## src/rtl/mux4_1_if.sv

```systemverilog
// mux4_1_if: data/select bus for the registered 4:1 mux.
// Signals: x (4 packed DW-bit lanes), s0/s1 (lane index bits),
//   out2 (selected lane), sel_onehot (index decode),
//   sel_changed (index differs from previous capture).
interface mux4_1_if #(
    parameter int DW = 1
);
    logic [4*DW-1:0] x;
    logic            s0;
    logic            s1;
    logic [DW-1:0]   out2;
    logic [3:0]      sel_onehot;
    logic            sel_changed;

    modport master (
        output x, s0, s1,
        input  out2, sel_onehot, sel_changed
    );

    modport slave (
        input  x, s0, s1,
        output out2, sel_onehot, sel_changed
    );
endinterface

```

## src/rtl/mux4_1.sv

```systemverilog
// mux4_1: registered 4:1 lane mux with one-hot and change flags.
// Ports: clk, rst_n (sync, active-low), bus (mux4_1_if.slave):
//   x/s0/s1 sampled each edge; out2, sel_onehot, sel_changed
//   are registered, one cycle after sampling.
module mux4_1 #(
    parameter int DW = 1
) (
    input  logic      clk,
    input  logic      rst_n,
    mux4_1_if.slave   bus
);
    logic [1:0]    sel;
    logic [DW-1:0] out_d, out_q;
    logic [3:0]    onehot_d, onehot_q;
    logic          changed_d, changed_q;
    logic [1:0]    prev_d, prev_q;
    logic          hist_d, hist_q;

    assign sel = {bus.s1, bus.s0};

    always_comb begin
        out_d     = '0;
        onehot_d  = 4'b0000;
        changed_d = 1'b0;
        prev_d    = sel;
        hist_d    = 1'b1;
        unique case (sel)
            2'd0: begin
                out_d    = bus.x[0*DW +: DW];
                onehot_d = 4'b0001;
            end
            2'd1: begin
                out_d    = bus.x[1*DW +: DW];
                onehot_d = 4'b0010;
            end
            2'd2: begin
                out_d    = bus.x[2*DW +: DW];
                onehot_d = 4'b0100;
            end
            default: begin
                out_d    = bus.x[3*DW +: DW];
                onehot_d = 4'b1000;
            end
        endcase
        // No history right after reset, so the first capture
        // never reports a change.
        changed_d = hist_q && (sel != prev_q);
    end

    always_ff @(posedge clk) begin
        if (!rst_n) begin
            out_q     <= '0;
            onehot_q  <= 4'b0000;
            changed_q <= 1'b0;
            prev_q    <= 2'b00;
            hist_q    <= 1'b0;
        end else begin
            out_q     <= out_d;
            onehot_q  <= onehot_d;
            changed_q <= changed_d;
            prev_q    <= prev_d;
            hist_q    <= hist_d;
        end
    end

    assign bus.out2        = out_q;
    assign bus.sel_onehot  = onehot_q;
    assign bus.sel_changed = changed_q;
endmodule

```

## src/flat_wrapper.sv

```systemverilog
// flat-port wrapper written by rule: the top's interface ports become plain ports
module mux4_1_flat 
#(
    parameter int DW = 1
)
  (clk, rst_n, bus_x, bus_s0, bus_s1, bus_out2, bus_sel_onehot, bus_sel_changed);
  mux4_1_if #(.DW(DW)) bus_i ();
  input  logic clk;
  input  logic rst_n;
  input wire logic [$bits(bus_i.x)-1:0] bus_x;
  input wire logic [$bits(bus_i.s0)-1:0] bus_s0;
  input wire logic [$bits(bus_i.s1)-1:0] bus_s1;
  output wire logic [$bits(bus_i.out2)-1:0] bus_out2;
  output wire logic [$bits(bus_i.sel_onehot)-1:0] bus_sel_onehot;
  output wire logic [$bits(bus_i.sel_changed)-1:0] bus_sel_changed;
  assign bus_i.x = bus_x;
  assign bus_i.s0 = bus_s0;
  assign bus_i.s1 = bus_s1;
  assign bus_out2 = bus_i.out2;
  assign bus_sel_onehot = bus_i.sel_onehot;
  assign bus_sel_changed = bus_i.sel_changed;
  mux4_1 #(.DW(DW)) u_core (.clk(clk), .rst_n(rst_n), .bus(bus_i));
endmodule
```

## config.mk

```make
export PLATFORM = sky130hd
export DESIGN_NAME = mux4_1_flat
export DESIGN_NICKNAME = d
export VERILOG_FILES = /design/src/rtl/mux4_1_if.sv /design/src/rtl/mux4_1.sv /design/src/flat_wrapper.sv
export SDC_FILE = /design/constraint.sdc
export NUM_CORES = 1
export LEC_CHECK = 0
export ABC_CLOCK_PERIOD_IN_PS = 1060
export CORE_AREA = 2 2 39 41
export CTS_CLUSTER_SIZE = 28
export DETAILED_ROUTE_END_ITERATION = 8
export DIE_AREA = 0 0 41 43
export GPL_TIMING_DRIVEN = 0
export MAX_ROUTING_LAYER = met4
export PLACE_DENSITY = 0.52
export SKIP_LAST_GASP = 1
export SLEW_MARGIN = 0
export SYNTH_ARGS = -nofsm -noshare
export SYNTH_HDL_FRONTEND = slang
export SYNTH_SLANG_ARGS = --single-unit
```

## constraint.sdc

```tcl
create_clock -name clk -period 1.06 [get_ports clk]
set_clock_uncertainty 0.2 [all_clocks]
set_input_delay 0.106 -clock clk [delete_from_list [all_inputs] [get_ports clk]]
set_output_delay 0.106 -clock clk [all_outputs]
set_load 0.02 [all_outputs]
```

; Word-level counts from Yosys, hierarchy flattened
; Index checks and enable logic that the tools add are counted.
; W data, S select, Z words.
[totals]
register_bits = 9
output_inout_bits = 6
[op_classes]
eq_ne = 3
n_mux = 3
n_reduce_logical = 2
[ops]
columns = cell, n
row1 = $pmux W4 S3, 1
row2 = $pmux W1 S3, 1
row3 = $eq A2 B1 Y1 const B, 1
row4 = $eq A2 B2 Y1 const B, 1
row5 = $logic_not A2 Y1, 1
row6 = $ne A2 B2 Y1, 1
row7 = $logic_and A1 B1 Y1, 1
row8 = $mux W1, 1

; Longest topological paths before layout
; Gate-level depths: netlist (run 1).
[logic_depth]
depth_word = 2
ltp_mapped = 3
mapped_depth_nobuf = 2

; Worst setup path before layout (run 1)
; No wires, ideal clock.
[synth_timing]
kind = register to register
from = register u_core.prev_q[0]
to = register u_core.changed_q (netlist: u_core.bus.sel_changed)
arrival_time_ps = 471
t_required_ps = 740
slack_ps = 268
path_stages_with_launch = 3
path_buffers = 0
period_less_slack_ps = 792
cell_sequence = dfxtp_1 > xnor2_1 > a21oi_1
[synth_between]
elab_chain_len = 2
[synth_rtl]
columns = item, line
row1 = start: declaration, mux4_1.sv:16  ; logic [1:0] prev_d, prev_q;
row2 = start signal: assignment, mux4_1.sv:61  ; prev_q <= prev_d;
row3 = $ne A2 B2 Y1, mux4_1.sv:47  ; changed_d = hist_q && (sel != prev_q);
row4 = $logic_and A1 B1 Y1, mux4_1.sv:47
row5 = end signal: assignment, mux4_1.sv:60  ; changed_q <= changed_d;
row6 = end: declaration, mux4_1.sv:15  ; logic changed_d, changed_q;
; No other way between the ends.
; A chain may end at the register's enable or synchronous reset.

; Final worst setup path (run 1)
[layout_timing]
from = register u_core.out_q (netlist: u_core.bus.out2)
to = output bus_out2
[layout_rtl]
columns = item, line
row1 = start: declaration, mux4_1.sv:13  ; logic [DW-1:0] out_d, out_q;
row2 = start signal: assignment, mux4_1.sv:58  ; out_q <= out_d;
row3 = end: declaration, flat_wrapper.sv:13  ; output wire logic [$bits(bus_i.out2)-1:0] bus_out2;
; No word-level cell between the ends.

==> results of run 1 <==
kinds of logic after synthesis:
logic type      Yosys count  synth area share [%]
xor+xnor                  2                 6.169
compound gates            2                 3.964
simple gates              8                 12.78
flops                     9                 63.44
buf+inv                   3                 6.609
mux                       2                 7.049
state kept, by name, summed over array words and instances (netlist names):
name / cells
u_core.prev_q: 2
u_core.bus.out2: 1
u_core.bus.sel_changed: 1
u_core.hist_q: 1
u_core.bus.sel_onehot: 4
metal layers:
| layer | routed length (microns) | GRT usage, % |
|---|---|---|
| met1 | 205 | 10.78 |
| met2 | 205 | 9.063 |
| met3 | 85 | 7.853 |
| met4 | 0 | 4.000 |
| met5 | 0 | - |
final timing paths:
check,endpoint,cells after the start
min reg2reg,u_core.bus.sel_changed$_SDFF_PN0_,2
max reg2reg,u_core.bus.sel_changed$_SDFF_PN0_,2
max,bus_out2,1
min,u_core.bus.sel_onehot[0]$_SDFF_PN0_,2
through the flow:
step                cell area (sq um)  power, mW  setup slack (ns)
finish                          435.4     0.7096           0.03906
global route                    435.4     0.7624          0.001276
CTS                             436.7     0.7326          -0.08673
detailed placement              424.2     0.4662           -0.1590
global placement                424.2     0.4663           -0.1802
floorplan                       284.0     0.4147            0.2684
cell usage in the layout (no fill, tap or decap):
master / synthesis / layout
sky130_fd_sc_hd__buf_2: 0 / 4
sky130_fd_sc_hd__xnor2_1: 2 / 2
sky130_fd_sc_hd__clkdlybuf4s50_1: 0 / 6
sky130_fd_sc_hd__dfxtp_1: 9 / 9
sky130_fd_sc_hd__buf_4: 0 / 2
sky130_fd_sc_hd__buf_6: 1 / 1
sky130_fd_sc_hd__and2_2: 1 / 1
sky130_fd_sc_hd__clkbuf_4: 0 / 3
sky130_fd_sc_hd__mux2i_1: 2 / 2
sky130_fd_sc_hd__nand2_1: 2 / 2
sky130_fd_sc_hd__a21oi_1: 1 / 1
sky130_fd_sc_hd__inv_1: 2 / 2
sky130_fd_sc_hd__nand2b_1: 1 / 1
sky130_fd_sc_hd__nor2_1: 4 / 4
sky130_fd_sc_hd__o22ai_1: 1 / 1
sky130_fd_sc_hd__dlygate4sd3_1: 0 / 1
sky130_fd_sc_hd__clkbuf_1: 0 / 1
cell type report:
type	instances	area share, %
plain buffers	1	2.586
clock buffers	4	6.034
inverters	2	1.724
multi-input cells	14	19.54
flip-flops and latches	9	41.38
well taps	16	4.598
repair buffers	13	24.14
synthesized netlist by cell type:
master / number
sky130_fd_sc_hd__a21oi_1: 1
sky130_fd_sc_hd__and2_2: 1
sky130_fd_sc_hd__buf_6: 1
sky130_fd_sc_hd__dfxtp_1: 9
sky130_fd_sc_hd__inv_1: 2
sky130_fd_sc_hd__mux2i_1: 2
sky130_fd_sc_hd__nand2_1: 2
sky130_fd_sc_hd__nand2b_1: 1
sky130_fd_sc_hd__nor2_1: 4
sky130_fd_sc_hd__o22ai_1: 1
sky130_fd_sc_hd__xnor2_1: 2
repair_timing:
item	in CTS	in global routing
gates cloned	0	0
endpoints found under the setup margin	6	7
endpoints found under the hold margin	6	6
gates resized for setup	23	3
hold buffers	1	1
power by group:
part	switching, mW	leakage [nW]	internal [mW]
combinational	0.0406	0.115	0.0505
sequential	0.00452	0.0746	0.356
clock	0.113	0.0150	0.145
==> results.yml, run 1 <==
worst_setup_path:
  path_buf_inv: 1
  data_arrival_critical_path_ns: 0.71
  crit_type: "register to primary output"
  crit_path_max_fanout: 1
  endpoint_kind: "primary output"
  timing.critical_path.from: "u_core.bus.out2$_SDFF_PN0_"
  setup.worst_path.start_class: "register"
  crit_chain: "buf_2"
  rrSetupSlack_ns: 0.24
  cp_data_required_time_ns: 0.75
  r2r-start: "u_core.prev_q[0]$_SDFF_PN0_"
  critical-path-max-stage-delay_ns: 0.30
  slowest_stage: "sky130_fd_sc_hd__dfxtp_1"
  timing.critical_path.max_delay_family: "flip-flops"
placement:
  routabilityCongestion: 0.6171
  portBuffers: 12
  dpl.cell_count: 54
  post-dp-hpwl_microns: 339
sta:
  setup-violations-final: 0
  post_route_clock_period_utilization_pct: 96.31
  whs_ns: -0.1577
  tns_ns: 0
  fmax_mhz: 979.5
  rsz0062_at_grt: "no"
  drv_slew: 0
  max_slew_margin_pct: 91.54
  timing_worst_slew_pin_value_ns: 0.1234
  post-route-min-period_ns: 1.021
  hold_viol_final: 4
layout:
  insertedDiodeCount: 0
  number_of_nets_in_the_layout: 52
  post_layout_nonfiller_instances: 59
  final-seq-area_sq_um: 180.2
  num-fill-cells: 152
  drive_above_1_share_pct: 25.58
  multiInputGateArea_sq_um: 85.08
  area_growth_syn_to_layout_pct: 53.30
  postLayoutCoreUtil_pct: 31.46
clock_tree:
  cts_num_sinks: 9
  cts.path.max_buffers: 2
  numCtsBuffers: 3
  tritoncts: "yes"
  clockRootBuffer: "sky130_fd_sc_hd__clkbuf_4"
  postCtsSetupRepairBufs: 0
  path_clk_slew_ns: 0.06
  clk-insertion-delay-late_ns: 0.26
  cts_htree_levels: 1
drt:
  wirelength_microns: 496
  avgViaCountPerCell: 3.610
  detail_route.first_pass.iterations: 1
  first_iter_violations: 0
  avgRoutedWirePerCell_microns: 8.407
  route.vias.total: 213
  drcViolationCount: 0
  final_antenna_net_count: 0
synthesis:
  post-synth-top-area-fraction_pct: 63.44
  synth.cell_area_sq_um: 284.0
  register_bit_total_from_synthesis: 9
  syn-num-nets: 34
  post_synth_main_area_contributors: "sky130_fd_sc_hd__dfxtp_1 (63%), sky130_fd_sc_hd__mux2i_1 (7.0%), sky130_fd_sc_hd__xnor2_1 (6.2%), sky130_fd_sc_hd__nor2_1 (5.3%), sky130_fd_sc_hd__buf_6 (4.0%)"
  netlist_cell_types: 11
  post_synthesis_sequential_area_ratio_pct: 63.44
  syn_avg_cell_area_sq_um: 10.92
  synth-warning-count: 0
  yosysTopAreaCell: "sky130_fd_sc_hd__dfxtp_1"
  synthCells: 26
global_routing:
  global_route.overflow_total: 0
  grt.total_usage_pct: 8.583
  number_of_antenna_violations_at_the_first_check_in_global_routing: 0
  grt_pass1_vias: 216
  global_route_wire_length_before_repair_microns: 903
  grt_max_degree: 6
floorplanning:
  dieArea_sq_mm: 0.001763
  num_rows: 14
  initial_util_pct: 20.52
  core_sq_mm: 0.001384
  die-height_microns: 43
  floorplan.die.width_microns: 41
  io_pins: 14
min_path:
  hp-start: "bus_s1"
  worst_hold_path_type: "primary input to register"
power_and_ir_drop:
  powerDensity_mw_per_mm2: 1630
  leakage_nw: 0.2043
  worst_ir_drop_vdd_mv: 0.6162
status:
  outcome: "finished, violations left"
  failed_checks: "hold timing"
run:
  cap_viol_max_count: 0
No activity file was read; power rests on OpenSTA's default activity.
==> run 2, diff against run 1 <==
Settings changed: CTS_BUF_LIST set to sky130_fd_sc_hd__clkbuf_2.
==> run 2 against run 1 <==
- the flow still finishes with violations (hold timing)
- sequential power about the same
- first-iteration DRC count increased by 1
- register-to-register slack about the same
- combinational power rose by 2%
- non-clock buffer count unchanged
- sequential cell count unchanged
- power decreased by 5.3%
- critical path depth did not move
- global-route usage fell by 0.11 points
- core utilization is the same
- clock power fell by 15%
- highest routed layer unchanged
==> results.yml, run 2 (synthesis results as in run 1) <==
status:
  outcome: "finished, violations left"
  failed_checks: "hold timing"
placement:
  placement.cell_area_sq_um: 424.2
  dpl.cell_count: 54
  portBuffers: 12
  post-dp-hpwl_microns: 339
  routabilityCongestion: 0.6171
layout:
  num-fill-cells: 150
  post_layout_nonfiller_instances: 59
  area_growth_syn_to_layout_pct: 53.30
  drive_above_1_share_pct: 30.23
  mostFrequentLayoutCell: "sky130_fd_sc_hd__dfxtp_1"
  number_of_nets_in_the_layout: 52
  finish.instance_area_sq_um: 435.4
  layout_common_cells: "sky130_fd_sc_hd__dfxtp_1 (8), sky130_fd_sc_hd__clkdlybuf4s50_1 (6), sky130_fd_sc_hd__nor2_1 (4), sky130_fd_sc_hd__clkbuf_2 (4), sky130_fd_sc_hd__buf_4 (4)"
  largest_register_ffs: 4
  insertedDiodeCount: 0
drt:
  drcViolationCount: 0
  route.vias.total: 212
  wirelength_microns: 488
  final_antenna_net_count: 0
  avgViaCountPerCell: 3.593
  detail_route.first_pass.iterations: 3
  avgRoutedWirePerCell_microns: 8.271
  first_iter_violations: 1
worst_setup_path:
  crit_path_max_fanout: 1
  crit_type: "register to primary output"
  slowest_stage: "sky130_fd_sc_hd__dfxtp_2"
  endpoint_kind: "primary output"
  timing.critical_path.max_delay_family: "flip-flops"
  path_buf_inv: 1
  data_arrival_critical_path_ns: 0.72
  setup.worst_path.start_class: "register"
  number_of_cells_on_the_worst_reg_to_reg_path: 2
  critical_path_cell_count: 1
  crit_chain: "buf_4"
  critical-path-max-stage-delay_ns: 0.32
  cp_data_required_time_ns: 0.75
global_routing:
  global_route.overflow_total: 0
  grt_pass1_vias: 213
  number_of_antenna_violations_at_the_first_check_in_global_routing: 0
  grt.total_usage_pct: 8.471
  grt_max_degree: 8
  global_route_wire_length_before_repair_microns: 897
clock_tree:
  path_clk_slew_ns: 0.09
  clk-insertion-delay-late_ns: 0.25
  clockRootBuffer: "sky130_fd_sc_hd__clkbuf_2"
  cts_htree_levels: 1
  numCtsBuffers: 3
  cts.path.max_buffers: 2
  hold_bufs_at_cts: 1
  cts_num_sinks: 9
  tritoncts: "yes"
power_and_ir_drop:
  worst_ir_drop_vdd_mv: 0.6879
  powerDensity_mw_per_mm2: 1543
  leakage_nw: 0.2065
sta:
  max_slew_margin_pct: 91.54
  timing_worst_slew_pin_value_ns: 0.1234
  post_route_clock_period_utilization_pct: 96.37
  drv_slew: 0
  rsz0062_at_grt: "yes"
  hold_viol_final: 5
  fmax_mhz: 978.9
  post-route-min-period_ns: 1.022
  setup-violations-final: 0
  whs_ns: -0.1625
floorplanning:
  core_sq_mm: 0.001384
  dieArea_sq_mm: 0.001763
  num_rows: 14
  io_pins: 14
  floorplan.die.width_microns: 41
  die-height_microns: 43
  initial_util_pct: 20.52
min_path:
  worstHoldPathCells: 2
  worst_hold_path_type: "primary input to register"
run:
  cap_viol_max_count: 0
[run 2: cell counts in the layout (fill, tap and decap cells not counted)]
Identical to the previous run, type by type.
[run 2: path summary, 6_finish.rpt]
kind                                       start                                  end  slack (ns)
max          u_core.bus.sel_onehot[1]$_SDFF_PN0_                    bus_sel_onehot[1]        0.04
min                                       bus_s1  u_core.bus.sel_onehot[1]$_SDFF_PN0_       -0.16
max reg2reg          u_core.prev_q[0]$_SDFF_PN0_    u_core.bus.sel_changed$_SDFF_PN0_        0.23
min reg2reg                u_core.hist_q$_DFF_P_    u_core.bus.sel_changed$_SDFF_PN0_        0.22
[run 2: report_power, final]
group	leakage [nW]	switching (mW)	internal (mW)	total, mW
combinational	0.115	0.0406	0.0521	0.0927
clock	0.0166	0.119	0.100	0.219
sequential	0.0750	0.00450	0.356	0.360
[run 2: through the flow]
step | setup TNS, ns | setup slack, ns | utilization (%) | hold WS (ns) | power [mW]
6_report | 0 | 0.03843 | 31.46 | -0.1625 | 0.6719
5_1_grt | -0.003670 | -0.003670 | 31.46 | -0.1731 | 0.7197
4_1_cts | 0 | 0.01236 | 30.65 | -0.1633 | 0.6830
3_5_place_dp | -1.457 | -0.1590 | 30.65 | 0.1122 | 0.4662
3_3_place_gp | -1.551 | -0.1802 | 30.65 | 0.1083 | 0.4663
2_1_floorplan | 0 | 0.2684 | - | -0.06628 | 0.4147
[run 2: layer usage]
layer	global-route usage, %	vias to the layer above	share of wire, %
met1	10.75	83	44
met3	7.853	0	16
met2	8.750	15	39
met4	4.000	0	0
met5	-	-	0
li1	-	114	-
[run 2: cell type report]
cell class                 instances  area [sq um]  share of cell area (%)
inverter                           2         7.507                   1.724
sequential                         9         181.4                   41.67
clock buffer                       4         20.02                   4.598
multi-input combinational         14         85.08                   19.54
timing repair buffer              13         110.1                   25.29
buffer                             1         11.26                   2.586
tap                               16         20.02                   4.598
[run 2: timing repair]
item                                    in CTS  in global routing
endpoints found under the setup margin       6                  4
gates resized for setup                     24                  5
hold endpoints to repair                     7                  4
cloned                                       0                  0
setup buffers                                0                  0
